File: src/rtl/hdlc_pkg.sv
// Shared definitions for the HDLC receive path: flag pattern, frame length
// limit, receiver state encoding and the saturating ones-run helper.
package hdlc_pkg;

    localparam logic [7:0] HDLC_FLAG       = 8'h7E;
    localparam logic [7:0] MAX_FRAME_BYTES = 8'd128;

    typedef enum logic [1:0] {
        HUNT  = 2'd0,
        SYNC  = 2'd1,
        FRAME = 2'd2
    } rx_state_e;

    // Length of the current run of ones after one more line bit, held at 7
    function automatic logic [2:0] ones_next(input logic [2:0] ones, input logic line_bit);
        logic [2:0] result;
        if (!line_bit) begin
            result = 3'd0;
        end else if (ones == 3'd7) begin
            result = 3'd7;
        end else begin
            result = ones + 3'd1;
        end
        return result;
    endfunction

endpackage

File: src/rtl/hdlc_rx_flag_detect.sv
// Line-bit classifier: keeps the 8-bit arrival window (live bit plus seven
// registered bits) and the ones-run counter, and flags the current bit as the
// end of a flag, the seventh consecutive one (abort) or a stuffed zero.
module hdlc_rx_flag_detect
    import hdlc_pkg::*;
(
    input  logic clk,
    input  logic rst_n,
    input  logic bit_en,
    input  logic rx_bit,
    output logic flag_hit,
    output logic abort_hit,
    output logic zero_hit
);

    logic [6:0] hist_r;
    logic [2:0] ones_r;
    logic [7:0] window_s;

    // Advance the bit history and the ones run on every bit cycle
    always_ff @(posedge clk or negedge rst_n) begin
        if (!rst_n) begin
            hist_r <= 7'd0;
            ones_r <= 3'd0;
        end else if (bit_en) begin
            hist_r <= window_s[7:1];
            ones_r <= ones_next(ones_r, rx_bit);
        end
    end

    // Classify the live bit; a flag wins over stuffed-zero removal
    always_comb begin
        window_s  = {rx_bit, hist_r};
        flag_hit  = 1'b0;
        abort_hit = 1'b0;
        zero_hit  = 1'b0;
        if (bit_en) begin
            flag_hit  = (window_s == HDLC_FLAG);
            abort_hit = rx_bit && (ones_r == 3'd6);
            zero_hit  = !rx_bit && (ones_r == 3'd5) && (window_s != HDLC_FLAG);
        end else begin
            flag_hit  = 1'b0;
            abort_hit = 1'b0;
            zero_hit  = 1'b0;
        end
    end

endmodule

File: src/rtl/hdlc_rx_deframer.sv
// HDLC receive deframer: delays line bits so flag bits never reach the byte
// assembler, removes stuffed zeros, assembles bytes LSB first and tracks
// HUNT/SYNC/FRAME. The live line bit is the first delay stage, so a bit is
// committed seven bit cycles after it arrives.
// Optional: define HDLC_RX_OVERFLOW_EN to add FrameSize/Overflow and a
// per-frame limit of MAX_FRAME_BYTES bytes.
module hdlc_rx_deframer
    import hdlc_pkg::*;
(
    input  logic       Clk,
    input  logic       Rst,
    input  logic       RxEN,
    input  logic       Rx,
    output logic [7:0] RxData,
    output logic       NewByte,
    output logic       FlagDetect,
    output logic       AbortDetect,
    output logic       ZeroDetect,
    output logic       EoF,
    output logic       FrameError,
    output logic       ValidFrame
`ifdef HDLC_RX_OVERFLOW_EN
    ,
    output logic [7:0] FrameSize,
    output logic       Overflow
`endif
);

    rx_state_e  state_r;
    logic [6:0] pipe_d_r;
    logic [6:0] pipe_v_r;
    logic [6:0] asm_r;
    logic [2:0] bit_cnt_r;
    logic       flag_hit_s;
    logic       abort_hit_s;
    logic       zero_hit_s;
    logic       commit_s;
    logic       byte_done_s;
    logic       emit_s;
    logic       in_valid_s;
`ifdef HDLC_RX_OVERFLOW_EN
    logic [7:0] frame_size_r;
    logic       overflow_r;
`endif

    hdlc_rx_flag_detect u_flag_detect (
        .clk       (Clk),
        .rst_n     (Rst),
        .bit_en    (RxEN),
        .rx_bit    (Rx),
        .flag_hit  (flag_hit_s),
        .abort_hit (abort_hit_s),
        .zero_hit  (zero_hit_s)
    );

    // Decide whether the bit leaving the delay line is committed and whether it completes a byte
    always_comb begin
        commit_s    = RxEN && !flag_hit_s && pipe_v_r[6];
        byte_done_s = commit_s && (bit_cnt_r == 3'd7);
        in_valid_s  = (state_r != HUNT) && !zero_hit_s;
`ifdef HDLC_RX_OVERFLOW_EN
        if (byte_done_s && !overflow_r && (frame_size_r != MAX_FRAME_BYTES)) begin
            emit_s = 1'b1;
        end else begin
            emit_s = 1'b0;
        end
`else
        emit_s = byte_done_s;
`endif
    end

    // Receiver FSM with delay line, byte assembly and registered pulse outputs
    always_ff @(posedge Clk or negedge Rst) begin
        if (!Rst) begin
            state_r     <= HUNT;
            pipe_d_r    <= 7'd0;
            pipe_v_r    <= 7'd0;
            asm_r       <= 7'd0;
            bit_cnt_r   <= 3'd0;
            RxData      <= 8'h00;
            NewByte     <= 1'b0;
            FlagDetect  <= 1'b0;
            AbortDetect <= 1'b0;
            ZeroDetect  <= 1'b0;
            EoF         <= 1'b0;
            FrameError  <= 1'b0;
            ValidFrame  <= 1'b0;
`ifdef HDLC_RX_OVERFLOW_EN
            frame_size_r <= 8'd0;
            overflow_r   <= 1'b0;
`endif
        end else begin
            NewByte     <= 1'b0;
            FlagDetect  <= 1'b0;
            AbortDetect <= 1'b0;
            ZeroDetect  <= 1'b0;
            EoF         <= 1'b0;
            FrameError  <= 1'b0;
            if (RxEN) begin
                FlagDetect <= flag_hit_s;
                ZeroDetect <= zero_hit_s;
                pipe_d_r   <= {pipe_d_r[5:0], Rx};
                pipe_v_r   <= {pipe_v_r[5:0], in_valid_s};
                if (commit_s) begin
                    asm_r     <= {pipe_d_r[6], asm_r[6:1]};
                    bit_cnt_r <= bit_cnt_r + 3'd1;
                end
                if (emit_s) begin
                    RxData  <= {pipe_d_r[6], asm_r};
                    NewByte <= 1'b1;
                end
`ifdef HDLC_RX_OVERFLOW_EN
                if (byte_done_s && !overflow_r) begin
                    if (frame_size_r == MAX_FRAME_BYTES) begin
                        overflow_r <= 1'b1;
                    end else begin
                        frame_size_r <= frame_size_r + 8'd1;
                    end
                end
`endif
                case (state_r)
                    HUNT: begin
                        if (flag_hit_s) begin
                            state_r <= SYNC;
                        end
                    end
                    SYNC: begin
                        if (abort_hit_s) begin
                            state_r     <= HUNT;
                            AbortDetect <= 1'b1;
                        end else if (commit_s) begin
                            state_r    <= FRAME;
                            ValidFrame <= 1'b1;
                        end
                    end
                    FRAME: begin
                        if (flag_hit_s) begin
                            state_r    <= SYNC;
                            EoF        <= 1'b1;
                            FrameError <= (bit_cnt_r != 3'd0);
                            ValidFrame <= 1'b0;
                        end else if (abort_hit_s) begin
                            state_r     <= HUNT;
                            AbortDetect <= 1'b1;
                            ValidFrame  <= 1'b0;
                        end
                    end
                    default: begin
                        state_r    <= HUNT;
                        ValidFrame <= 1'b0;
                    end
                endcase
                // A flag or an abort discards everything still in flight
                if (flag_hit_s || (abort_hit_s && (state_r != HUNT))) begin
                    pipe_v_r  <= 7'd0;
                    bit_cnt_r <= 3'd0;
`ifdef HDLC_RX_OVERFLOW_EN
                    overflow_r <= 1'b0;
                    if (flag_hit_s) begin
                        frame_size_r <= 8'd0;
                    end
`endif
                end
            end
        end
    end

`ifdef HDLC_RX_OVERFLOW_EN
    assign FrameSize = frame_size_r;
    assign Overflow  = overflow_r;
`endif

endmodule

File: config.mk
export PLATFORM = sky130hd
export DESIGN_NAME = hdlc_rx_deframer
export DESIGN_NICKNAME = d
export VERILOG_FILES = /design/src/rtl/hdlc_pkg.sv /design/src/rtl/hdlc_rx_flag_detect.sv /design/src/rtl/hdlc_rx_deframer.sv
export SDC_FILE = /design/constraint.sdc
export NUM_CORES = 1
export LEC_CHECK = 0
export CORE_ASPECT_RATIO = 0.8
export CORE_MARGIN = 10
export CORE_UTILIZATION = 50
export DETAILED_ROUTE_END_ITERATION = 10
export GPL_ROUTABILITY_DRIVEN = 0
export PLACE_DENSITY = 0.74
export SYNTH_ARGS = -nofsm -noshare
export SYNTH_HDL_FRONTEND = slang
export SYNTH_SLANG_ARGS = --single-unit
export TNS_END_PERCENT = 10
File: constraint.sdc
create_clock -name Clk -period 1.7 [get_ports Clk]
set_clock_uncertainty 0.1 [all_clocks]
set_input_delay 0.34 -clock Clk [delete_from_list [all_inputs] [get_ports Clk]]
set_output_delay 0.34 -clock Clk [all_outputs]
set_load 0.005 [all_outputs]
## Word-level counts from Yosys, hierarchy flattened

Index checks and enable logic that the tools add are counted.
Widths: inputs -> output; s select.

| word-level totals | value |
|---|---|
| input bits | 4 |
| logic and storage cells | 85 |
| bits in registers | 51 |
| output and inout port bits | 15 |

| cells by class | value |
|---|---|
| equal/unequal tests | 13 |
| add/subtract/negate cells | 2 |
| reductions and logical operators | 21 |
| multiplexer cells | 33 |
| bitwise logic cells | 1 |

Operator list:

| cell | count |
|---|---|
| $mux 1 | 20 |
| $eq 3x3->1 const B | 4 |
| $mux 3 | 4 |
| $mux 2 | 5 |
| $eq 8x7->1 const B | 1 |
| $logic_and 1x1->1 | 8 |
| $ne 8x7->1 const B | 1 |
| $mux 7 | 1 |
| $add 3x1->3 const B | 2 |
| $ne 2x2->1 const B | 3 |
| $ne 3x3->1 const B | 2 |
| $pmux 2 s3 | 1 |
| $reduce_and 2->1 | 3 |
| $reduce_and 5->1 | 1 |
| $reduce_and 4->1 | 1 |
| $reduce_bool 2->1 | 2 |
| $logic_not 1->1 | 3 |
| $pmux 1 s3 | 1 |
| $reduce_bool 3->1 | 1 |
| $eq 2x1->1 const B | 1 |
| $eq 2x2->1 const B | 1 |
| $logic_not 2->1 | 1 |
| $pmux 1 s2 | 1 |
| $logic_or 1x1->1 | 1 |
| $not 1->1 | 1 |

## Depth between registers and ports, before layout

| logic depth | value |
|---|---|
| word-level depth | 8 |
| depth in mapped cells | 7 |
| mapped depth without buffers | 7 |

## Modules after synthesis

A second synthesis with hierarchy kept.

| unflattened totals | value |
|---|---|
| cells, all modules | 170 |
| area, all modules | 2237.1 um^2 |

By module, submodules not included:

| module | sequential area each (um^2) | cells each | area an instance (um^2) | times used |
|---|---|---|---|---|
| hdlc_rx_deframer | 1026.0 | 131 | 1737.9 | 1 |
| hdlc_rx_flag_detect | 250.2 | 39 | 499.2 | 1 |

## Least setup slack after synthesis

OpenSTA, ideal clock, no wires.

| timing | value |
|---|---|
| path type | register to register |
| start | reg u_flag_detect.ones_r[0] |
| end | reg state_r[0] |
| setup time | 128 ps |
| period minus slack after synthesis | 1750 ps |
| cell stages (with the launch flop) | 8 |
| arrival time | 1523 ps |
| data required time | 1472 ps |
| path buffers | 0 |
| slack | -50 ps |
| path through | dfrtp_1 > inv_1 > ha_1 > nand4_4 > a21oi_1 > o21ai_2 > a31oi_1 > mux2_1 |

| between the ends | value |
|---|---|
| longest elaborated chain between the ends | 5 |
| elaborated cells between the ends (all ways) | 8 |
| those cells by class | 3 x eq/ne; 3 x mux; 2 x reduce/logical |

RTL lines:

| element | line | RTL |
|---|---|---|
| start, declared | hdlc_rx_flag_detect.sv:17 | `logic [2:0] ones_r;` |
| start signal, assigned | hdlc_rx_flag_detect.sv:27 | `ones_r <= ones_next(ones_r, rx_bit);` |
| $eq 3x3->1 (*) | hdlc_rx_flag_detect.sv:39 | `abort_hit = rx_bit && (ones_r == 3'd6);` |
| $logic_and 1x1->1 (*) | hdlc_rx_flag_detect.sv:39 |  |
| $mux 1 (*) | hdlc_rx_flag_detect.sv:37 | `if (bit_en) begin` |
| $ne 3x3->1 (no source line) / $mux 2 (equally long branches) | n/a |  |
| $reduce_and 4->1 (no source line) / $pmux 2 s3 (equally long branches) | n/a |  |
| end signal, assigned | hdlc_rx_deframer.sv:75 | `state_r <= HUNT;` |
| end signal, assigned | hdlc_rx_deframer.sv:124 | `state_r <= SYNC;` |
| end signal, assigned | hdlc_rx_deframer.sv:129 | `state_r <= HUNT;` |
| end, declared | hdlc_rx_deframer.sv:29 | `rx_state_e state_r;` |

Mark *: on every way between the ends. The rest lies on a longest branch, timed or not.
A chain may end at the register's enable or synchronous reset.

## Final worst setup path

| timing | value |
|---|---|
| start | reg state_r[1] |
| end | reg state_r[0] |

| between the ends | value |
|---|---|
| longest elaborated chain between the ends | 3 |
| elaborated cells between the ends (all ways) | 8 |
| those cells by class | 5 x eq/ne; 1 x mux; 2 x reduce/logical |

RTL lines:

| element | line | RTL |
|---|---|---|
| $eq 2x1->1, or another cell as far along | hdlc_rx_deframer.sv:121 | `case (state_r)` |
| $ne 3x3->1 (no source line) / $ne 2x2->1 (equally long branches) | n/a |  |
| $reduce_and 4->1 (no source line) | n/a |  |

Parallel ways exist; a longest one is shown, timed or not.

==> metrics <==
status=finished, final reports clean; crit-path max FO=5; via count=1,239; flops & latches, synth=44; Initial Utilization=0.521; root buffer cell=clkbuf_8; largest cells by area after synthesis=dfrtp_1 55%, mux2_2 12%, ha_1 6.3%, mux2i_1 4.0%, nand4b_4 2.4%; worst relative slew slack=0.817; Peak VDD IR=661 µV; critical path type=register to register; Congestion Overflow GR=0; Syn Inst Count=151; Leak Pwr=approximately 1.2 nW; initial antenna violation count=0; Num CTS Buffers=5; Worst path top cell family by delay=flip-flops; die width=90.6 µm; Syn Std Cell Area=0.00199 mm²; startpoint type of the worst setup path=register; Least-Margin Pin Slew=0.272 ns; Final Max Tran Viols=0; Clock Sinks=44; vias in the first global route=1,339; power per cell area=1390 mW/mm²; filler cell count=between 300 and 400; All-Layer GR Usage=0.112; First-pass DRT Iterations=4; Final Instance Area=0.00252 mm²; Die Y=76.5 µm; Seq. cell area=0.00110 mm²; H-tree depth=2; HP Class=input port to register; Setup TNS Final=0 ns; total power=3.51 mW; row count=20; Area Overhead vs Synth=26.3%; critical path, cell by cell=inv_1 > ha_1 > a21oi_2 > o21ai_2 > a31oi_1 > mux2_1; DIE AREA=0.00693 mm²; Mapped Nets=165; minimum clock period=~1.6 ns; most area-hungry cell type in the Yosys netlist=dfrtp_1; max frequency=614 MHz; Synth Area per Inst=13.2 µm²; Post-DP Area=0.00239 mm²; final setup violation count=0; hpwl dp=2660 µm; Seq/Total Area, Yosys=0.552; clk slew on worst S/H paths=0.08 ns; Final period util=0.958; post-route ant nets=0; Max Root-Sink Buffers=2; MaxCap Viol Count=0; pre-CTS WS=-0.374 ns; Synth cell types=33; crit end category=register; R2R setup slack=0.07 ns; Synth top area share=0.552; RSZ-0062 raised after global routing=true; slowest CP cell=dfrtp_1; largest net degree at the start of global routing=45; number of remaining DRC errors=0; Ant. Diodes=0; Buffers on Ports=18; Worst Setup Slack, final=0.0712 ns; area of the multi-input gates=841 µm²; core box area=0.00383 mm²; min-delay src=Rx; TritonCTS clock tree=built; routed wire length=3650 µm; FF-to-FF Start=state_r[1]; final hold violation count=0; worst stage delay on the critical path=0.42 ns; Buf/Inv on CP=1; share of post-route cells with drive strength above 1=0.325; first-pass GRT wire length=6300 µm; clk_lat worst skew=approximately 0.3 ns; Setup crit start=state_r[1]; critical path arrival=1.72 ns; critical path required time=1.79 ns; DRT iter0 DRCs=43; Placed Cells=238; Post-layout nets=between 200 and 250; synth warn=0; Final Instance Count excl. Fillers=between 200 and 250; I/O pin total=19; vias per inst=4.98; routed len/inst=around 15 µm
## power breakdown
group | total (mW) | switching (mW) | internal (mW)
Sequential | 1.62 | 0.239 | 1.39
Combinational | 1.21 | 0.525 | 0.683
Clock | 0.677 | 0.347 | 0.330
Total | 3.51 | 1.11 | 2.40
## repair_timing
action	in CTS	in global routing
hold endpoints to repair	44	0
setup buffers	1	1
setup endpoints to repair	7	2
hold buffers	1	0
resized for setup	4	3
cloned	0	0
pin swaps	1	1
## worst reg2reg max path, stage by stage (launching register included)
cell and delay (ns):
dfrtp_1 0.42, inv_1 0.08, ha_1 0.22, a21oi_2 0.13
o21ai_2 0.07, a31oi_1 0.15, mux2_1 0.35
## routing by layer
| layer | up-vias | global-route usage | routed length (µm) |
|---|---|---|---|
| li1 | 600 | - | - |
| met1 | 613 | 0.130 | 1620 |
| met4 | 0 | 0.0413 | 50 |
| met5 | - | 0 | 0 |
| met3 | 7 | 0.0502 | 212 |
| met2 | 19 | 0.179 | 1770 |
## metrics by stage
stage               hold slack, ns  utilization
floorplan                  -0.0556            -
detailed placement           0.235        0.624
global placement             0.229        0.624
finish                       0.385        0.658
CTS                          0.377        0.653
global route                 0.373        0.658
## final cells by class
| cell class | instances | share of cell area |
|---|---|---|
| clock buffer | 7 | 0.0343 |
| timing repair buffer | 39 | 0.147 |
| sequential | 44 | 0.437 |
| tap | 55 | 0.0273 |
| inverter | 12 | 0.0179 |
| multi-input combinational | 91 | 0.334 |
| clock inverter | 1 | 0.00298 |
## registers in the layout, indices dropped and copies added (netlist names)
name	count
AbortDetect	1
EoF	1
FlagDetect	1
FrameError	1
NewByte	1
RxData	8
ValidFrame	1
ZeroDetect	1
asm_r	7
bit_cnt_r	3
pipe_d_r	6
pipe_v_r	7
state_r	2
u_flag_detect.hist_r	1
u_flag_detect.ones_r	3
## logic make-up after synthesis
family / share of synthesized area
muxes: 0.164
and+or+nand+nor: 0.0991
AOI/OAI and AO/OA: 0.0809
DFF: 0.552
adders and majority gates: 0.0627
buffers and inverters: 0.0364
xor gates and xnor gates: 0.00439
## cells in the mapped netlist
library cell and count:
nor2_4 1, mux2_1 1, buf_2 1, o211ai_4 1
dfrtp_1 44, o22a_1 1, o21ai_1 1, mux2_2 21
o211ai_2 1, ha_1 10, nand3_1 5, buf_4 1
nor2_1 11, mux2i_1 8, inv_1 12, a32o_1 1
nand4_4 1, o22ai_1 1, and2_2 1, o21ai_4 1
o21ai_0 3, o21ai_2 1, nand2_1 8, nand4b_4 2
o21bai_4 1, a31oi_1 1, and2_1 1, a21oi_1 5
buf_6 1, nor3b_1 1, xnor2_1 1, o211ai_1 1
clkbuf_1 1
## layout by cell type, fill, tap and decap left out, types with 2 or more instances in the layout
master / instances
dfrtp_1: 44
mux2_2: 21
buf_4: 17
clkdlybuf4s50_1: 15
inv_1: 11
nor2_1: 11
mux2i_1: 8
nand2_1: 8
ha_1: 8
clkbuf_8: 6
nand3_1: 5
a21oi_1: 4
o21ai_0: 3
buf_12: 3
nand4b_4: 2
dlygate4sd2_1: 2
## final timing paths
path / end / cells past startpoint
worst min-delay path: pipe_d_r[0] / 2
worst min register to register: ValidFrame / 1
max in group asynchronous: RxData[0] / 3
worst max-delay path: state_r[0] / 6
worst max register to register: state_r[0] / 6
min in group asynchronous: pipe_d_r[3] / 3
Note: power is estimated with default switching activity, not from simulation.
